===== src/rtl/uncache_bridge_pkg.sv =====
// Shared definitions for the uncached peripheral bridge: FSM state encodings
// and AXI response codes.
package uncache_bridge_pkg;

  typedef enum logic [2:0] {
    UB_IDLE  = 3'd0,
    UB_RD_A  = 3'd1,
    UB_RD_D  = 3'd2,
    UB_WR_AW = 3'd3,
    UB_WR_B  = 3'd4,
    UB_RESP  = 3'd5
  } ub_state_e;

  localparam logic [1:0] AXI_OKAY   = 2'b00;
  localparam logic [1:0] AXI_SLVERR = 2'b10;
  localparam logic [1:0] AXI_DECERR = 2'b11;

  function automatic logic ub_resp_is_err(input logic [1:0] resp);
    return resp != AXI_OKAY;
  endfunction

endpackage


===== src/rtl/uncache_bridge.sv =====
// Runs one translated uncached load/store as a single-beat AXI4-Lite-style
// transaction, with a saturating watchdog that aborts accesses to dead slaves.
module uncache_bridge
  import uncache_bridge_pkg::*;
#(
  parameter int ADDR_W  = 32,
  parameter int DATA_W  = 32,
  parameter int TIMEOUT = 1023
) (
  input  logic              clk,
  input  logic              rst,
  input  logic              req_valid,
  output logic              req_ready,
  input  logic              req_we,
  input  logic [ADDR_W-1:0] req_paddr,
  input  logic [DATA_W-1:0] req_wdata,
  input  logic [3:0]        req_wstrb,
  output logic              resp_valid,
  input  logic              resp_ready,
  output logic [DATA_W-1:0] resp_rdata,
  output logic              resp_err,
  output logic              ar_valid,
  input  logic              ar_ready,
  output logic [ADDR_W-1:0] ar_addr,
  input  logic              r_valid,
  output logic              r_ready,
  input  logic [DATA_W-1:0] r_data,
  input  logic [1:0]        r_resp,
  output logic              aw_valid,
  input  logic              aw_ready,
  output logic [ADDR_W-1:0] aw_addr,
  output logic              w_valid,
  input  logic              w_ready,
  output logic [DATA_W-1:0] w_data,
  output logic [3:0]        w_strb,
  input  logic              b_valid,
  output logic              b_ready,
  input  logic [1:0]        b_resp
);

  localparam int CNT_W = $clog2(TIMEOUT + 1);
  localparam logic [CNT_W-1:0] CNT_MAX = CNT_W'(TIMEOUT);

  ub_state_e         state_q;
  logic [ADDR_W-1:0] addr_q;
  logic [DATA_W-1:0] wdata_q;
  logic [DATA_W-1:0] rdata_q;
  logic [3:0]        wstrb_q;
  logic [CNT_W-1:0]  cnt_q;
  logic              req_ready_q, resp_valid_q, err_q;
  logic              ar_valid_q, r_ready_q, aw_valid_q, w_valid_q, b_ready_q;
  logic              aw_done_q, w_done_q;

  logic [CNT_W-1:0]  cnt_d;
  logic              aw_done_d, w_done_d;
  logic              complete_d, abort_d;

  // A data/response handshake landing on the last allowed cycle still wins
  // over the watchdog; address-phase handshakes do not.
  always_comb begin
    cnt_d      = (cnt_q == CNT_MAX) ? cnt_q : cnt_q + CNT_W'(1);
    aw_done_d  = aw_done_q | (aw_valid_q & aw_ready);
    w_done_d   = w_done_q | (w_valid_q & w_ready);
    complete_d = ((state_q == UB_RD_D) & r_valid) | ((state_q == UB_WR_B) & b_valid);
    abort_d    = (cnt_d == CNT_MAX) & ~complete_d;
  end

  always_ff @(posedge clk or negedge rst) begin
    if (!rst) begin
      state_q      <= UB_IDLE;
      req_ready_q  <= 1'b1;
      resp_valid_q <= 1'b0;
      err_q        <= 1'b0;
      ar_valid_q   <= 1'b0;
      r_ready_q    <= 1'b0;
      aw_valid_q   <= 1'b0;
      w_valid_q    <= 1'b0;
      b_ready_q    <= 1'b0;
      aw_done_q    <= 1'b0;
      w_done_q     <= 1'b0;
      addr_q       <= '0;
      wdata_q      <= '0;
      wstrb_q      <= '0;
      rdata_q      <= '0;
      cnt_q        <= '0;
    end else begin
      case (state_q)
        UB_IDLE: begin
          if (req_valid) begin
            addr_q      <= req_paddr;
            wdata_q     <= req_wdata;
            wstrb_q     <= req_wstrb;
            rdata_q     <= '0;
            err_q       <= 1'b0;
            cnt_q       <= '0;
            aw_done_q   <= 1'b0;
            w_done_q    <= 1'b0;
            req_ready_q <= 1'b0;
            if (req_we) begin
              aw_valid_q <= 1'b1;
              w_valid_q  <= 1'b1;
              state_q    <= UB_WR_AW;
            end else begin
              ar_valid_q <= 1'b1;
              state_q    <= UB_RD_A;
            end
          end
        end
        UB_RESP: begin
          if (resp_ready) begin
            resp_valid_q <= 1'b0;
            req_ready_q  <= 1'b1;
            state_q      <= UB_IDLE;
          end
        end
        default: begin
          cnt_q <= cnt_d;
          if (abort_d) begin
            ar_valid_q   <= 1'b0;
            r_ready_q    <= 1'b0;
            aw_valid_q   <= 1'b0;
            w_valid_q    <= 1'b0;
            b_ready_q    <= 1'b0;
            rdata_q      <= '0;
            err_q        <= 1'b1;
            resp_valid_q <= 1'b1;
            state_q      <= UB_RESP;
          end else begin
            case (state_q)
              UB_RD_A: begin
                if (ar_ready) begin
                  ar_valid_q <= 1'b0;
                  r_ready_q  <= 1'b1;
                  state_q    <= UB_RD_D;
                end
              end
              UB_RD_D: begin
                if (r_valid) begin
                  r_ready_q    <= 1'b0;
                  rdata_q      <= r_data;
                  err_q        <= ub_resp_is_err(r_resp);
                  resp_valid_q <= 1'b1;
                  state_q      <= UB_RESP;
                end
              end
              UB_WR_AW: begin
                aw_done_q <= aw_done_d;
                w_done_q  <= w_done_d;
                if (aw_valid_q & aw_ready) aw_valid_q <= 1'b0;
                if (w_valid_q & w_ready) w_valid_q <= 1'b0;
                if (aw_done_d & w_done_d) begin
                  b_ready_q <= 1'b1;
                  state_q   <= UB_WR_B;
                end
              end
              UB_WR_B: begin
                if (b_valid) begin
                  b_ready_q    <= 1'b0;
                  rdata_q      <= '0;
                  err_q        <= ub_resp_is_err(b_resp);
                  resp_valid_q <= 1'b1;
                  state_q      <= UB_RESP;
                end
              end
              default: ;
            endcase
          end
        end
      endcase
    end
  end

  assign req_ready  = req_ready_q;
  assign resp_valid = resp_valid_q;
  assign resp_rdata = rdata_q;
  assign resp_err   = err_q;
  assign ar_valid   = ar_valid_q;
  assign ar_addr    = addr_q;
  assign r_ready    = r_ready_q;
  assign aw_valid   = aw_valid_q;
  assign aw_addr    = addr_q;
  assign w_valid    = w_valid_q;
  assign w_data     = wdata_q;
  assign w_strb     = wstrb_q;
  assign b_ready    = b_ready_q;

endmodule


===== config.mk =====
export PLATFORM = sky130hd
export DESIGN_NAME = uncache_bridge
export DESIGN_NICKNAME = d
export VERILOG_FILES = /design/src/rtl/uncache_bridge_pkg.sv /design/src/rtl/uncache_bridge.sv
export SDC_FILE = /design/constraint.sdc
export NUM_CORES = 1
export LEC_CHECK = 0
export CAP_MARGIN = 20
export CORE_MARGIN = 4
export CORE_UTILIZATION = 26
export CTS_BUF_LIST = sky130_fd_sc_hd__clkbuf_16
export CTS_CLUSTER_DIAMETER = 30
export CTS_CLUSTER_SIZE = 20
export DETAILED_ROUTE_END_ITERATION = 8
export PLACE_DENSITY_LB_ADDON = 0.25
export SKIP_CTS_REPAIR_TIMING = 1
export SLEW_MARGIN = 5
export SYNTH_ARGS = -nofsm -noshare
export SYNTH_HDL_FRONTEND = slang
export SYNTH_SLANG_ARGS = --single-unit

===== constraint.sdc =====
create_clock -name clk -period 6.1 [get_ports clk]
set_input_delay 1.22 -clock clk [delete_from_list [all_inputs] [get_ports clk]]
set_output_delay 1.22 -clock clk [all_outputs]
set_load 0.01 [all_outputs]

## After elaboration in Yosys (flattened, before gate mapping)

Index checks and enable logic that the tools add are counted.

- Register bits: 123
- Bits of input ports: 114
- Latch bits: 0
- Bits in writable memories: 0
- Output and inout port bits: 140
- Memory bits (read-only): 0
- Memories: 0

- Multipliers: 0
- Equality and inequality tests: 24
- Divide/modulo/power cells: 0
- Order comparisons: 0
- Reduce and logical (&&, ||, !) cells: 28
- Bitwise logic cells: 13
- Shifts and indexed selects: 0
- Multiplexer cells: 63
- Add/sub/neg operators: 1

Operators with widths:

| operator | count |
|---|---|
| $mux 32 | 4 |
| $pmux 32 s2 | 2 |
| $mux 1 | 32 |
| $reduce_and 5->1 | 5 |
| $pmux 1 s2 | 12 |
| $mux 3 | 7 |
| $reduce_bool 3->1 | 7 |
| $eq 10x10->1 const B | 2 |
| $mux 10 | 2 |
| $pmux 10 s2 | 1 |
| $ne 4x3->1 const B | 4 |
| $ne 3x3->1 const B | 4 |
| $pmux 3 s4 | 1 |
| $reduce_and 4->1 | 3 |
| $add 10x1->10 const B | 1 |
| $ne 5x3->1 const B | 2 |
| $ne 5x5->1 const B | 2 |
| $ne 2x2->1 const B | 4 |
| $reduce_bool 2->1 | 4 |
| $reduce_bool 4->1 | 2 |
| $reduce_and 7->1 | 1 |
| $reduce_bool 7->1 | 1 |
| $and 1x1->1 | 6 |
| $eq 3x2->1 const B | 2 |
| 11 further kinds | 18 |

## Logic depth before layout (Yosys ltp)

- Depth in word-level cells: 7
- Depth in mapped cells: 9

## Least setup slack after synthesis

OpenSTA, ideal clock, no wires.

- Kind: in2reg
- From: in r_valid
- To: reg state_q[2]
- Cell stages on the path: 7
- Arrival time: 2.711 ns
- Slack: 3.263 ns
- Buffers on the path: 1
- Data required time: 5.974 ns
- Cells stage by stage: and3b_1 -> a21oi_1 -> o221ai_1 -> or4_4 -> buf_6 -> or2_4 -> a221o_1

- Word-level cells in the longest chain between the ends: 6

RTL lines:

| element | line | source |
|---|---|---|
| start, declared | uncache_bridge.sv:25 | `input logic r_valid,` |
| $and 1x1->1 | uncache_bridge.sv:64 | `complete_d = ((state_q == UB_RD_D) & r_valid) \| ((state_q == UB_WR_B) & b_valid);` |
| $or 1x1->1 | uncache_bridge.sv:64 |  |
| $not 1->1 | uncache_bridge.sv:65 | `abort_d = (cnt_d == CNT_MAX) & ~complete_d;` |
| $and 1x1->1 | uncache_bridge.sv:65 |  |
| $ne 5x5->1 (no source line), or another cell as far along | -- |  |
| $reduce_and 7->1 (no source line) / $pmux 3 s2 (equally long branches) | -- |  |
| end signal, assigned | uncache_bridge.sv:70 | `state_q <= UB_IDLE;` |
| end signal, assigned | uncache_bridge.sv:102 | `state_q <= UB_WR_AW;` |
| end signal, assigned | uncache_bridge.sv:105 | `state_q <= UB_RD_A;` |
| end, declared | uncache_bridge.sv:44 | `ub_state_e state_q;` |

Parallel ways exist; a longest one is shown, timed or not.
A chain may end at the register's enable or synchronous reset.

## Final worst setup path

- From: in r_valid
- To: reg err_q, in the netlist resp_err

- Word-level cells in the longest chain between the ends: 6

RTL lines:

| element | line | source |
|---|---|---|
| $and 1x1->1 | uncache_bridge.sv:64 |  |
| $or 1x1->1 | uncache_bridge.sv:64 |  |
| $not 1->1 | uncache_bridge.sv:65 |  |
| $and 1x1->1 | uncache_bridge.sv:65 |  |
| $ne 4x3->1 (no source line), or another cell as far along | -- |  |
| $reduce_and 5->1 (no source line) / $pmux 1 s2 (equally long branches) | -- |  |
| end signal, assigned | uncache_bridge.sv:141 | `err_q <= ub_resp_is_err(r_resp);` |
| end signal, assigned | uncache_bridge.sv:160 | `err_q <= ub_resp_is_err(b_resp);` |
| end, declared | uncache_bridge.sv:50 | `logic req_ready_q, resp_valid_q, err_q;` |

Parallel ways exist; a longest one is shown, timed or not.

==> metrics.md <==
| Metric | Value |
|---|---|
| Reg2Reg Setup Slack | 3.25 ns |
| Setup-failing EPs final | 0 |
| Post-DR wirelength/cell | 17.3 um |
| Worst Path Arrival | 3.41 ns |
| Initial Util | 26.7% |
| Status | complete, no violations |
| Fin crit period | 3.12 ns |
| Number of DRC markers in iteration 0 | 245 |
| Gr usage total | 13.9% |
| Worst endpoint required time | 6.40 ns |
| Fmax achieved | 321 MHz |
| H-tree depth | 4 |
| Storage cell area | 0.00308 mm2 |
| Antenna Nets Post-Route | 0 |
| Die H | 153 um |
| Via density | 4.65 |
| Max cap viols | 0 |
| Register area share after synthesis | 56.2% |
| Power Density | 562 mW/mm2 |
| Critical path capture point type | flop |
| Core area | 0.0205 mm2 |
| Max Slew Vio Count | 0 |
| Area delta synth->final | 58.3% |
| Die width | 153 um |
| Final Hold Viols | 0 |
| Slowest cell on the critical path | nand2_2 |
| Dpl hpwl | 11,700 um |
| Vias in the first global route | 4,854 |
| Top cell family by delay on the critical path | compound AO/OA/AOI/OAI gates |
| TritonCTS clock tree | yes |
| Multi-input logic area | 0.00203 mm2 |
| Buffers & Inverters on Critical Path | 1 |
| FP Rows | 52 |
| Worst-skew pair later-pin latency | 0.41 ns |
| Input/output buffers | 253 |
| Sink Count | 123 |
| Tcrit/Tclk final | 51.1% |
| DRC errors left | 0 |
| Fill cell count | 1,912 |
| Drt first pass iters | 6 |
| Clk Tree Root Cell | clkbuf_16 |
| Pin slew with the least headroom to its limit | 0.750 ns |
| Number of synthesized flops with an enable pin | 0 |
| Final wirelength | 16,300 um |
| Die ar. | 0.0235 mm2 |
| Synthesis Warnings | 0 |
| Routability cong. | 0.814 |
| Cells after synthesis | 442 |
| Peak VDD IR | 0.000265 V |
| Syn_nets | 557 |
| CP max FO | 34 |
| WS Path Type | primary input to flop |
| Primary FF master, synth | dfrtp_1 |
| Crit start category | primary input |
| Netlist cell types | 59 |
| WHS | 0.500 ns |
| Max_slew headroom | 50.0% |
| Unrepaired setup endpoints after global routing | no |
| # diodes | 0 |
| Synth Register Bits | 123 |
| TritonCTS Buffers | 17 |
| Largest net degree at the start of global routing | 61 |
| Worst-path clk slew | 0.06 ns |
| Via count | 4,401 |
| Clock Skews | 0.0127 ns |
| Final #Nets | 779 |
| CP cell instances | clkdlybuf4s50_1 > and3b_1 > a21oi_1 > o221ai_1 > o41ai_1 > nand2_2 > a22o_1 |
| Slowest stage delay, CP | 0.50 ns |
| First-pass GRT wire length | 26,600 um |
| Share of layout cells above drive strength 1 | 18.3% |
| Antenna violations before repair | 0 |
| Hold Crit Class | flop to flop |
| Ys async rst share | 100% |
| Final setup TNS | 0 ns |
| Leakage | 3.54 nW |
| Netlist Area Pre-Place | 0.00548 mm2 |
| Placement Cell Area | 0.00805 mm2 |
| Gr ovfl total | 0 |
| Finished layout cell area | 0.00868 mm2 |
| Num ports | 254 |
| Syn_area_per_cell | 12.4 um2 |
| Clock Path Buffers | 2 |
-- area by class of cell --
class / instances / area share [%]
tap: 270 / 3.89
timing repair buffer: 258 / 29.7
inverter: 7 / 0.303
multi-input combinational: 257 / 23.4
clock inverter: 15 / 2.29
clock buffer: 17 / 4.90
sequential: 123 / 35.5
-- path summary, 6_finish.rpt --
check / startpoint / endpoint / cells after the start
setup / recovery: r_valid / resp_err / 7
hold / removal: resp_rdata[30] / resp_rdata[30] / 1
setup reg to reg: cnt_q[0] / resp_err / 7
hold reg to reg: resp_rdata[30] / resp_rdata[30] / 1
max in group asynchronous: rst / resp_rdata[22] / 2
min in group asynchronous: rst / b_ready / 1
-- worst register-to-register path, stage by stage (launching register included) --
cell      delay [ns]
dfrtp_1         0.43
ha_1            0.32
and3_2          0.29
nor4_2          0.27
a211oi_1        0.11
o41ai_1         0.43
nand2_2         0.50
a22o_1          0.40
-- routing by layer --
metal  vias up  track usage [%]  routed length [um]
li1       2036                -                   -
met1      2155             16.9                6730
met3        12             6.70                1590
met2       198             22.5                7860
met5         -                0                   0
met4         0             3.27                 157
-- cells in the final DEF (no fill, tap or decap), types with 6 or more instances in the layout --
master	count
mux2_2	69
nand2_1	20
nor3_1	6
inv_1	7
nor2_1	19
o21ai_0	13
clkdlybuf4s50_1	252
a22o_1	34
clkbuf_16	17
dfrtp_1	122
a21oi_1	20
-- sequential cells by signal (all words and copies together) (netlist names) --
signal	count
ar_valid	1
w_valid	1
w_strb	4
resp_rdata	32
aw_done_q	1
resp_valid	1
cnt_q	10
r_ready	1
resp_err	1
ar_addr	32
b_ready	1
aw_valid	1
w_data	32
w_done_q	1
state_q	3
req_ready	1
-- metrics by stage --
step	cells	power, mW	setup WS, ns	utilization, %
2_1_floorplan	442	2.71	3.26	-
6_report	947	4.88	2.98	42.3
3_3_place_gp	914	3.79	2.32	39.2
3_5_place_dp	915	3.84	2.20	39.3
4_1_cts	947	4.96	2.66	42.3
5_1_grt	947	5.20	2.75	42.3
-- synth_stat cells, drive strengths merged (5+ instances only) --
library cell / count / area (um2)
nand3: 5 / 25.0
a22o: 34 / 298
o21ai: 14 / 70.1
clkbuf: 18 / 77.6
nand2: 21 / 78.8
inv: 6 / 22.5
buf: 37 / 282
mux2: 69 / 777
nor3: 8 / 40.0
nor2: 19 / 71.3
dfrtp: 122 / 3050
a21oi: 20 / 100
a31oi: 5 / 31.3
-- cells by family after synthesis --
logic type | share of synthesized area (%)
XOR/XNOR | 0.160
AND/OR/NAND/NOR | 8.20
adder cells (fa/ha/maj) | 0.228
buffers and inverters | 7.03
multiplexers | 14.2
AO/OA/AOI/OAI | 14.0
flip-flops | 56.2
-- report_power, final --
group,switching [mW],total [mW],internal (mW)
combinational,0.937,2.28,1.34
sequential,0.309,1.53,1.22
clock,0.388,1.07,0.684
total,1.63,4.88,3.24
No activity file was read; power rests on OpenSTA's default activity.
